### config.mk
export PLATFORM = sky130hd
export DESIGN_NAME = hb_interp_filter
export DESIGN_NICKNAME = d
export VERILOG_FILES = /design/src/rtl/hb_pkg.sv /design/src/rtl/hb_sat.sv /design/src/rtl/hb_interp_filter.sv
export SDC_FILE = /design/constraint.sdc
export NUM_CORES = 2
export LEC_CHECK = 0
export BUFFER_PORTS_ARGS = -buffer_cell sky130_fd_sc_hd__buf_2
export CORE_UTILIZATION = 45
export DETAILED_ROUTE_END_ITERATION = 10
export PLACE_DENSITY = 0.61
export SKIP_LAST_GASP = 1
export SYNTH_ARGS = -nofsm -noshare
export SYNTH_HDL_FRONTEND = slang
export SYNTH_SLANG_ARGS = --single-unit
### constraint.sdc
create_clock -name clk -period 23.2 [get_ports clk]
set_input_delay 3.48 -clock clk [delete_from_list [all_inputs] [get_ports clk]]
set_output_delay 3.48 -clock clk [all_outputs]
set_load 0.01 [all_outputs]
### src/rtl/hb_pkg.sv
// Shared constants and FSM state type for the half-band interpolator/decimator pair.
package hb_pkg;
    localparam int HB_C0    = 54357298;
    localparam int HB_C1    = 316817548;
    localparam int HB_CC    = 536870912;
    localparam int HB_SHIFT = 30;

    typedef enum logic [1:0] {
        ST_IDLE,
        ST_PH0,
        ST_PH1
    } hb_state_e;
endpackage

### src/rtl/hb_sat.sv
// Signed width reduction IW -> OW: clamps when HB_INTERP_SAT_EN is defined,
// otherwise keeps the low OW bits (two's-complement wrap) and never flags.
module hb_sat #(
    parameter int IW = 39,
    parameter int OW = 35
) (
    input  logic [IW-1:0] d_i,
    output logic [OW-1:0] q_o,
    output logic          sat_o
);
`ifdef HB_INTERP_SAT_EN
    localparam logic signed [IW-1:0] MAXV = {{(IW-OW+1){1'b0}}, {(OW-1){1'b1}}};
    localparam logic signed [IW-1:0] MINV = {{(IW-OW+1){1'b1}}, {(OW-1){1'b0}}};

    always_comb begin
        q_o   = d_i[OW-1:0];
        sat_o = 1'b0;
        if ($signed(d_i) > MAXV) begin
            q_o   = MAXV[OW-1:0];
            sat_o = 1'b1;
        end else if ($signed(d_i) < MINV) begin
            q_o   = MINV[OW-1:0];
            sat_o = 1'b1;
        end
    end
`else
    logic unused_hi;
    assign unused_hi = ^d_i[IW-1:OW];
    assign q_o       = d_i[OW-1:0];
    assign sat_o     = 1'b0;
`endif
endmodule

### src/rtl/hb_interp_filter.sv
// Half-band 2x interpolator: one input sample yields an even (filtered) and an
// odd (centre-tap) output. Even-output saturation enabled by HB_INTERP_SAT_EN.
module hb_interp_filter
    import hb_pkg::*;
#(
    parameter int DW = 35,
    parameter int CW = 31
) (
    input  logic          clk,
    input  logic          rst,
    input  logic          clk_vld_in,
    input  logic [DW-1:0] dat_in,
    output logic          in_rdy,
    output logic          clk_vld_out,
    output logic [DW-1:0] dat_out,
    output logic          drop_err,
    output logic          sat_flag
);
    localparam int TW = DW + 1;
    localparam int PW = TW + CW;
    localparam int AW = PW + 2;
    localparam int EW = AW - HB_SHIFT;
    localparam logic signed [CW-1:0] C0 = CW'(HB_C0);
    localparam logic signed [CW-1:0] C1 = CW'(HB_C1);

    hb_state_e             state_q, state_d;
    logic signed [DW-1:0]  x_q [4];
    logic                  accept;
    logic signed [TW-1:0]  tap_out, tap_in;
    logic signed [PW-1:0]  prod_out, prod_in;
    logic signed [AW-1:0]  acc;
    logic [EW-1:0]         ye_full;
    logic [DW-1:0]         ye;
    logic                  ye_sat;
    logic                  unused_lo;
    logic                  vld_q, sat_q, drop_q;
    logic [DW-1:0]         dat_q;

    assign in_rdy = (state_q != ST_PH0);
    assign accept = clk_vld_in & in_rdy;

    // Outer taps carry -c0, inner taps +c1; the x2 gain is folded in as a shift.
    assign tap_out  = TW'(x_q[0]) + TW'(x_q[3]);
    assign tap_in   = TW'(x_q[1]) + TW'(x_q[2]);
    assign prod_out = PW'(tap_out) * PW'(C0);
    assign prod_in  = PW'(tap_in) * PW'(C1);
    assign acc      = (AW'(prod_in) - AW'(prod_out)) <<< 1;
    assign ye_full  = acc[AW-1:HB_SHIFT];
    assign unused_lo = ^acc[HB_SHIFT-1:0];

    hb_sat #(.IW(EW), .OW(DW)) u_sat (
        .d_i   (ye_full),
        .q_o   (ye),
        .sat_o (ye_sat)
    );

    always_ff @(posedge clk or posedge rst) begin
        if (rst) state_q <= ST_IDLE;
        else     state_q <= state_d;
    end

    always_comb begin
        state_d = state_q;
        unique case (state_q)
            ST_IDLE: if (clk_vld_in) state_d = ST_PH0;
            ST_PH0:  state_d = ST_PH1;
            ST_PH1:  state_d = clk_vld_in ? ST_PH0 : ST_IDLE;
            default: state_d = ST_IDLE;
        endcase
    end

    // Odd capture reads x_q[1] before any same-edge shift lands.
    always_ff @(posedge clk or posedge rst) begin
        if (rst) begin
            vld_q  <= 1'b0;
            sat_q  <= 1'b0;
            drop_q <= 1'b0;
            dat_q  <= '0;
            for (int i = 0; i < 4; i++) x_q[i] <= '0;
        end else begin
            vld_q <= 1'b0;
            sat_q <= 1'b0;
            if (state_q == ST_PH0) begin
                vld_q <= 1'b1;
                dat_q <= ye;
                sat_q <= ye_sat;
            end else if (state_q == ST_PH1) begin
                vld_q <= 1'b1;
                dat_q <= x_q[1];
            end
            if (accept) begin
                x_q[0] <= dat_in;
                x_q[1] <= x_q[0];
                x_q[2] <= x_q[1];
                x_q[3] <= x_q[2];
            end
            if (clk_vld_in && !in_rdy) drop_q <= 1'b1;
        end
    end

    assign clk_vld_out = vld_q;
    assign dat_out     = dat_q;
    assign sat_flag    = sat_q;
    assign drop_err    = drop_q;
endmodule

==> results.json <==
{
  "first_pass_iters": 5,
  "reg2reg_to": "dat_out[29]",
  "hp-start": "drop_err",
  "crit_family": "compound AO/OA/AOI/OAI gates",
  "worstPathArrival_ps": 12920,
  "rr_worst_depth": 47,
  "overflow": 0,
  "crit_buf_inv": 5,
  "io_buffers": 75,
  "route.vias.total": 31500,
  "cts_buffers": 17,
  "slew_violations": 0,
  "drive_gt1_share_pct": 7.07,
  "status": "finished clean",
  "end_kind": "register",
  "dp_hpwl_um": 103000,
  "clkTransAtPathRegs_ps": 80,
  "postSynthCellCount": 4759,
  "path_max_fanout": 6,
  "startpoint_type": "register",
  "area_delta_synth_final_pct": 6.39,
  "num-fill-cells": 9280,
  "grt_max_degree": 117,
  "via_per_inst": 5.12,
  "cp_slowest_stage_delay_ps": 590,
  "cts_setup_buffers": 0,
  "synth_area_per_cell_um2": 9.49,
  "seq_area_mm2": 0.00448,
  "synth_ff_type": "dfrtp_1",
  "tritoncts": "yes",
  "min_path_type": "register to register",
  "setup_viol_count_final": 0,
  "finalCritPeriodShare_pct": 54.0,
  "drcViolationCount": 0,
  "final_nets": 6365,
  "crit_top_cell": "fa_1",
  "fmax_mhz": 79.8,
  "synth_edf_count": 0,
  "max_slew_margin_pct": 25.0,
  "cap_viol_max_count": 0,
  "ys_seq_area_share_pct": 9.92,
  "syn_area_mm2": 0.0452,
  "insertion_delay_ps": 460,
  "hold_end": "drop_err",
  "clock_sinks": 179,
  "grt_pass1_vias": 32500,
  "die_x_um": 319,
  "die-area_mm2": 0.102,
  "ios": 77,
  "reg2reg_slack_ps": 10660,
  "layout_commonest_cell": "inv_1",
  "tightest_slew_ps": 1120,
  "whs_ps": 457,
  "routed_wl_um": 117000,
  "cp_slowest_cell": "o41ai_1",
  "hold_violations": 0,
  "gp_congestion": 0.903,
  "routedWlPerCell_um": 19.0,
  "cts_buffer_depth": 2,
  "grt_pass1_wl_um": 184000,
  "multi_input_area_mm2": 0.0353,
  "grt_usage_pct": 23.5,
  "tns_ps": 0,
  "clockRootBuffer": "clkbuf_16",
  "async_reset_ff_share_pct": 100,
  "initial_core_util_pct": 45.7,
  "core_area_mm2": 0.0989,
  "hold-path-cell-count": 1,
  "synth-warning-count": 0,
  "die_h_um": 319,
  "min_period_ps": 12540,
  "yosys_register_bits": 179,
  "cts_hold_buf": 0,
  "skew_ps": 19.5,
  "first_iter_violations": 1769,
  "timing.rr.start": "x_q[105]",
  "final_cell_mix": "inv_1 (1395), ha_1 (752), fa_1 (722)",
  "row_count": 115,
  "ys_types": 75,
  "rsz0062_at_grt": "false",
  "drtAntennaViolNets": 0,
  "htreeDepth": 4,
  "path_class": "register to register",
  "cts_resized": 0,
  "required_ps": 23580,
  "antenna_found_initial": 1
}
[worst reg2reg max path, delay by kind of cell (launching register included)]
family	cells	cell delay (ps)
compound gates	22	5580
xor+xnor	4	1270
fa+ha+maj	10	4010
buf+inv	5	570
flops	1	400
mux	1	90
simple gates	5	530
[per-layer routing]
metal / vias to the layer above / track usage [%] / routed length [um]
li1: 15200 / - / -
met1: 15600 / 33.6 / 55200
met2: 635 / 38.2 / 53800
met3: 104 / 2.81 / 5070
met4: 2 / 4.77 / 2500
met5: - / 0 / 13
[registers in the layout (all words and copies together) (netlist names)]
name         cells
x_q            140
dat_out         35
state_q          2
clk_vld_out      1
drop_err         1
[through the flow]
| step | util (%) | setup slack (ps) | cell area [um^2] | std cells |
|---|---|---|---|---|
| 4_1_cts | 48.6 | 10710 | 48100 | 6151 |
| 3_3_place_gp | 48.0 | 10890 | 47400 | 6119 |
| 2_1_floorplan | - | 12560 | 45200 | 4761 |
| 5_1_grt | 48.6 | 9840 | 48100 | 6151 |
| 6_report | 48.6 | 10660 | 48100 | 6153 |
| 3_5_place_dp | 48.0 | 10740 | 47400 | 6119 |
[final cells by class]
cell class | instances | area share [%]
antenna | 2 | 0.0104
timing repair buffer | 132 | 1.67
tap | 1287 | 3.35
sequential | 179 | 9.32
clock inverter | 15 | 0.453
inverter | 1397 | 10.9
clock buffer | 17 | 0.885
multi-input combinational | 3124 | 73.4
[synth_stat cells (all sizes together) (9+ instances only)]
library cell     n  area [um^2]
a31oi           28          175
nand2          133          499
clkbuf          57          216
a21oi          227         1150
nor2b           27          169
a211o           10         87.6
a21o           151         1130
and2            15         93.8
and4             9         78.8
ha             754         9430
and3            17          106
o21a            24          180
fa             722        14500
nand2b          24          150
nand4           32          200
or2             15         93.8
xor2           103          902
a21boi          11         82.6
nor2           121          454
xnor2          169         1480
o21bai          36          270
nand3           38          190
nor3            23          115
mux2i           26          260
o31ai           12         90.1
inv           1396         5240
mux2           141         1590
o211ai          10         75.1
o21ai          117          586
a211oi          22          170
dfrtp          179         4480
[kinds of logic after synthesis]
logic type / after synthesis / share of synthesized area, %
adder cells (fa/ha/maj): 1476 / 52.9
buffers and inverters: 1458 / 12.1
AO/OA/AOI/OAI: 725 / 10.4
AND/OR/NAND/NOR: 478 / 5.16
XOR/XNOR: 274 / 5.37
flip-flops: 179 / 9.92
multiplexers: 167 / 4.09
other: 2 / 0.0166
[worst max path at each step]
stage	start	endpoint	slack, ps	depth (start not counted)
3_5_place_dp	x_q[105]	dat_out[29]	10740	47
3_3_place_gp	x_q[0]	dat_out[29]	10890	47
5_1_grt	x_q[105]	dat_out[24]	9840	46
4_1_cts	x_q[105]	dat_out[29]	10710	47
2_1_floorplan	x_q[20]	dat_out[32]	12560	46
6_report	x_q[105]	dat_out[29]	10660	47
Power is not shown: default switching activity piles up to over one toggle a cycle in this logic, so the estimate is an artifact.
